<file path="src/rtl/bit_serial_add_seq.sv">
// Bit-serial adder sequencer: one fa cell, LSB first, WIDTH+1-bit result over valid/ready.
// Optional subtract mode is enabled by defining BSADD_SUB_EN.

module fa (
  input  logic a,
  input  logic b,
  input  logic c_in,
  output logic s,
  output logic c_out
);
  logic s_raw;
  logic c_raw;

  assign s_raw = a ^ b ^ c_in;
  assign c_raw = (a & b) | (a & c_in) | (b & c_in);

  // Stuck-output fault hooks; the sequencer passes their effect straight through.
`ifdef FA_SR_S_STUCK0
  assign s = 1'b0;
`elsif FA_SR_S_STUCK1
  assign s = 1'b1;
`else
  assign s = s_raw;
`endif

`ifdef FA_SR_COUT_STUCK0
  assign c_out = 1'b0;
`elsif FA_SR_COUT_STUCK1
  assign c_out = 1'b1;
`else
  assign c_out = c_raw;
`endif
endmodule

module bit_serial_add_seq #(
  parameter int WIDTH = 8
) (
  input  logic             clk,
  input  logic             rst,
  input  logic             in_valid,
  output logic             in_ready,
  input  logic [WIDTH-1:0] in_a,
  input  logic [WIDTH-1:0] in_b,
`ifdef BSADD_SUB_EN
  input  logic             in_sub,
`endif
  output logic             out_valid,
  input  logic             out_ready,
  output logic [WIDTH:0]   out_sum
);
  localparam int CNT_W = $clog2(WIDTH + 1);
  localparam logic [CNT_W-1:0] LAST_CNT = CNT_W'(WIDTH - 1);

  typedef enum logic [1:0] {IDLE, RUN, DONE} state_t;

  state_t             state_q, state_d;
  logic [WIDTH-1:0]   a_sh_q, a_sh_d;
  logic [WIDTH-1:0]   b_sh_q, b_sh_d;
  logic [WIDTH-1:0]   sum_sh_q, sum_sh_d;
  logic [CNT_W-1:0]   cnt_q, cnt_d;
  logic               carry_q, carry_d;
  logic [WIDTH:0]     out_sum_q, out_sum_d;
  logic               fa_b;
  logic               fa_s;
  logic               fa_c;
  logic               carry_init;

`ifdef BSADD_SUB_EN
  logic sub_q, sub_d;
  // Subtract as a + ~b + 1: invert b into the cell and seed the carry with 1.
  assign fa_b       = b_sh_q[0] ^ sub_q;
  assign carry_init = in_sub;
`else
  assign fa_b       = b_sh_q[0];
  assign carry_init = 1'b0;
`endif

  fa u_fa (
    .a     (a_sh_q[0]),
    .b     (fa_b),
    .c_in  (carry_q),
    .s     (fa_s),
    .c_out (fa_c)
  );

  assign in_ready  = (state_q == IDLE);
  assign out_valid = (state_q == DONE);
  assign out_sum   = out_sum_q;

  always_comb begin
    state_d   = state_q;
    a_sh_d    = a_sh_q;
    b_sh_d    = b_sh_q;
    sum_sh_d  = sum_sh_q;
    cnt_d     = cnt_q;
    carry_d   = carry_q;
    out_sum_d = out_sum_q;
`ifdef BSADD_SUB_EN
    sub_d     = sub_q;
`endif
    case (state_q)
      IDLE: begin
        if (in_valid) begin
          a_sh_d   = in_a;
          b_sh_d   = in_b;
          sum_sh_d = '0;
          cnt_d    = '0;
          carry_d  = carry_init;
`ifdef BSADD_SUB_EN
          sub_d    = in_sub;
`endif
          state_d  = RUN;
        end
      end
      RUN: begin
        a_sh_d   = a_sh_q >> 1;
        b_sh_d   = b_sh_q >> 1;
        sum_sh_d = {fa_s, sum_sh_q[WIDTH-1:1]};
        carry_d  = fa_c;
        cnt_d    = cnt_q + CNT_W'(1);
        // Final bit: splice the live s/c_out onto the WIDTH-1 bits already collected.
        if (cnt_q == LAST_CNT) begin
          out_sum_d = {fa_c, fa_s, sum_sh_q[WIDTH-1:1]};
          state_d   = DONE;
        end
      end
      DONE: begin
        if (out_ready) begin
          state_d = IDLE;
        end
      end
      default: state_d = IDLE;
    endcase
  end

  always_ff @(posedge clk) begin
    if (rst) begin
      state_q   <= IDLE;
      a_sh_q    <= '0;
      b_sh_q    <= '0;
      sum_sh_q  <= '0;
      cnt_q     <= '0;
      carry_q   <= 1'b0;
      out_sum_q <= '0;
`ifdef BSADD_SUB_EN
      sub_q     <= 1'b0;
`endif
    end else begin
      state_q   <= state_d;
      a_sh_q    <= a_sh_d;
      b_sh_q    <= b_sh_d;
      sum_sh_q  <= sum_sh_d;
      cnt_q     <= cnt_d;
      carry_q   <= carry_d;
      out_sum_q <= out_sum_d;
`ifdef BSADD_SUB_EN
      sub_q     <= sub_d;
`endif
    end
  end
endmodule
</file>
<file path="config.mk">
export PLATFORM = sky130hd
export DESIGN_NAME = bit_serial_add_seq
export DESIGN_NICKNAME = d
export VERILOG_FILES = /design/src/rtl/bit_serial_add_seq.sv
export SDC_FILE = /design/constraint.sdc
export NUM_CORES = 1
export LEC_CHECK = 0
export CAP_MARGIN = 20
export CORE_MARGIN = 4
export CORE_UTILIZATION = 25
export CTS_CLUSTER_SIZE = 8
export DETAILED_ROUTE_END_ITERATION = 8
export MAX_ROUTING_LAYER = met4
export SYNTH_ARGS = -nofsm -noshare
export SYNTH_HDL_FRONTEND = slang
export SYNTH_SLANG_ARGS = --single-unit
export TNS_END_PERCENT = 30
</file>
<file path="constraint.sdc">
create_clock -name clk -period 1.5 [get_ports clk]
set_clock_uncertainty 0.05 [all_clocks]
set_input_delay 0.3 -clock clk [delete_from_list [all_inputs] [get_ports clk]]
set_output_delay 0.3 -clock clk [all_outputs]
set_load 0.05 [all_outputs]
</file>
==> flow_summary.yaml, run 1 <==
place:
  place.gp.congestion: 0.7059
  place_area_sq_mm: 0.002330
  dp_cells: 322
  dp_hpwl_um: 2545
  io_buffers: 30
worst_setup_path:
  crit_chain: "buf_8, nor2_4, buf_8"
  max_stage_delay_ps: 360
  critPathLaunchType: "register"
  cp-endpoint: "in_ready"
  timing.rr.end: "out_sum[1]"
  worstSetupStartpoint: "state_q[0]"
  cp_common_cell: "buf_8"
  slowest_stage: "dfxtp_4"
  cp.arrival_ps: 1110
  ff2ff_setup_slack_ps: 180
  worstRegToRegCells: 5
  critical_path_required_ps: 1150
  r2r-start: "cnt_q[0]"
  path_max_fanout: 17
  cp-end-kind: "output port"
  path_class: "reg -> out"
power_and_ir_drop:
  vdd_ir_drop_max_mv: 0.3249
  leakagePower_nw: 0.9064
  power_mw: 2.082
  power.density_mw_per_mm2: 840.1
clock_network:
  ctsHoldBuffers: 0
  clk_pin_slew_worst_paths_ps: 70
  cts-root-buf: "clkbuf_8"
  numCtsBuffers: 5
  clk_path_buf_depth: 2
  htree_levels: 2
  clock_latency_ps: 290
  cts.sinks: 39
  cts_tree: "yes"
hold_path:
  min_path_type: "reg -> reg"
cells_and_area:
  final_cells: 331
  antenna_cells: 0
  area_growth_pct: 38.15
  nNetsFinal: 256
  final_cell_area_sq_mm: 0.002479
  layout-drive-gt1-share: 0.1745
  n_fill_cell: 683
  final_util: 0.3608
sta:
  rsz0062_at_grt: "no"
  relSlewSlack: 0.8614
  slew_viol_final: 0
  finalSetupViolCount: 0
  hold_viol: 0
  max_freq_mhz: 686.9
  finalCriticalPeriod_ps: 1456
  fin_crit_sh: 0.9706
  setup_tns_ps: 0
  worstMarginPinSlew_ps: 207.7
detailed_routing:
  wl_per_cell_um: 11.33
  routed-via-count: 1433
  dr_wl_met2_um: 1664
  dr.max_layer_used: "met4"
  first_pass_iters: 4
  met1_length_um: 1849
  viasPerCell: 4.329
  routed_wl_um: 3751
  drtAntennaViolNets: 0
  drc: 0
  dr.first_iter.drc_count: 86
  wl_met3_um: 158
grt:
  antenna_found_initial: 0
  grt_max_degree: 49
  track_usage: 0.09517
  grt_pass1_vias: 1398
  grt_pass1_wl_um: 6396
  grt-ovfl-total: 0
floorplan:
  initial_core_util: 0.2612
  die_h_um: 92.72
  row_count: 30
  design.portCount: 31
  fp.dieW_um: 92.72
  die-area_sq_mm: 0.008596
  coreArea_sq_mm: 0.006869
synthesis:
  yosys_warnings: 0
  netlist_area_sq_mm: 0.001794
  ys_types: 26
  postSynthCellCount: 199
  syn_area_per_cell_sq_um: 9.016
  synth_seq_cells: 39
  seq_area_frac_synth: 0.4351
  syn_nets: 221
run_status:
  status: "finished clean"
flow_run:
  max-cap-violations: 0
sequential cells by signal, summed over array words and instances, names as in the netlist:
name	flops
a_sh_q	8
sum_sh_q	7
out_sum	9
b_sh_q	8
state_q	2
carry_q	1
cnt_q	4
placed cells by master, fill, tap and decap left out, types with 2 or more instances in the layout:
master / netlist / routed
buf_6: 2 / 4
a21oi_1: 15 / 14
nand3_1: 2 / 2
mux2i_1: 9 / 9
or3b_1: 14 / 14
buf_8: 0 / 2
nor2b_1: 3 / 2
buf_4: 5 / 9
nor2_1: 28 / 27
buf_12: 0 / 11
o21ba_2: 2 / 2
a211oi_1: 2 / 2
clkdlybuf4s50_1: 0 / 19
clkbuf_1: 3 / 2
a32oi_1: 2 / 2
nand2b_1: 33 / 33
dfxtp_1: 39 / 37
clkbuf_8: 0 / 5
dfxtp_4: 0 / 2
nand2_1: 2 / 2
nor3_1: 16 / 15
a22oi_1: 9 / 9
final cells by class:
cell class	count	area [sq um]	area share
clock buffer	7	76.32	0.03079
clock inverter	1	5.005	0.002019
multi-input combinational	143	935.9	0.3776
sequential	39	788.3	0.3180
tap	96	120.1	0.04846
timing repair buffer	45	553.0	0.2231
power breakdown:
group / internal (mW) / total, mW / switching, mW
clock: 0.326 / 0.675 / 0.349
sequential: 1.08 / 1.10 / 0.0250
combinational: 0.168 / 0.304 / 0.136
total: 1.57 / 2.08 / 0.510
stage by stage:
| step | hold WS (ps) | setup WS, ps |
|---|---|---|
| global placement | 416.5 | -216.0 |
| finish | 435.1 | 44.17 |
| detailed placement | 423.9 | -245.3 |
| floorplan | 395.1 | -136.6 |
| global route | 454.2 | 3.481 |
| CTS | 438.0 | -21.94 |
per-layer routing:
metal  GRT usage  vias to the layer above
li1            -                      753
met1      0.1179                      653
met3     0.02681                        6
met2      0.1438                       21
met4     0.04396                        0
met5           -                        -
critical path, delay by kind of cell (launching register included):
| kind | cells | cell delay (ps) |
|---|---|---|
| buffers and inverters | 2 | 310 |
| DFF | 1 | 360 |
| and+or+nand+nor | 1 | 140 |
cells in the mapped netlist:
master,number,area (sq um)
dfxtp_1,39,780.8
nand2b_1,33,206.5
nor2_1,28,105.1
nor3_1,16,80.08
a21oi_1,15,75.07
or3b_1,14,122.6
a22oi_1,9,67.56
mux2i_1,9,90.09
buf_2,5,25.02
buf_4,5,37.54
clkbuf_1,3,11.26
nor2b_1,3,18.77
a211oi_1,2,15.01
a32oi_1,2,17.52
buf_6,2,22.52
nand2_1,2,7.510
nand3_1,2,10.01
o21ba_2,2,20.02
a31oi_1,1,6.260
buf_1,1,3.750
clkbuf_4,1,7.510
fa_1,1,20.02
ha_1,1,12.51
o211a_1,1,10.01
o21bai_2,1,11.26
or4b_1,1,10.01
worst min-delay path by stage:
stage	start	end	slack, ps	depth (start not counted)
2_1_floorplan	a_sh_q[7]	a_sh_q[7]	400	2
3_3_place_gp	b_sh_q[7]	b_sh_q[7]	420	2
3_5_place_dp	b_sh_q[3]	b_sh_q[3]	420	2
4_1_cts	b_sh_q[5]	b_sh_q[5]	440	2
5_1_grt	a_sh_q[2]	a_sh_q[2]	450	2
6_report	b_sh_q[5]	b_sh_q[5]	440	2
cell families after synthesis:
logic type               after synthesis  synth area share
AND/OR/NAND/NOR                       99            0.3124
multiplexers                           9           0.05021
flip-flops                            39            0.4351
AO/OA/AOI/OAI                         33            0.1241
adder cells (fa/ha/maj)                2           0.01813
buffers and inverters                 17           0.05997
timing repair:
action / CTS / global route
buffers inserted: 0 / 1
endpoints found under the setup margin: 2 / 8
gates resized for setup: 5 / 12
pin swaps: 0 / 1
No activity file was read; power rests on OpenSTA's default activity.
==> inputs of run 2 (changes only) <==
- CAP_MARGIN: 20 -> 15
==> results of run 2 <==
Same layout as run 1: the final DEF is identical, and so are final timing and power.
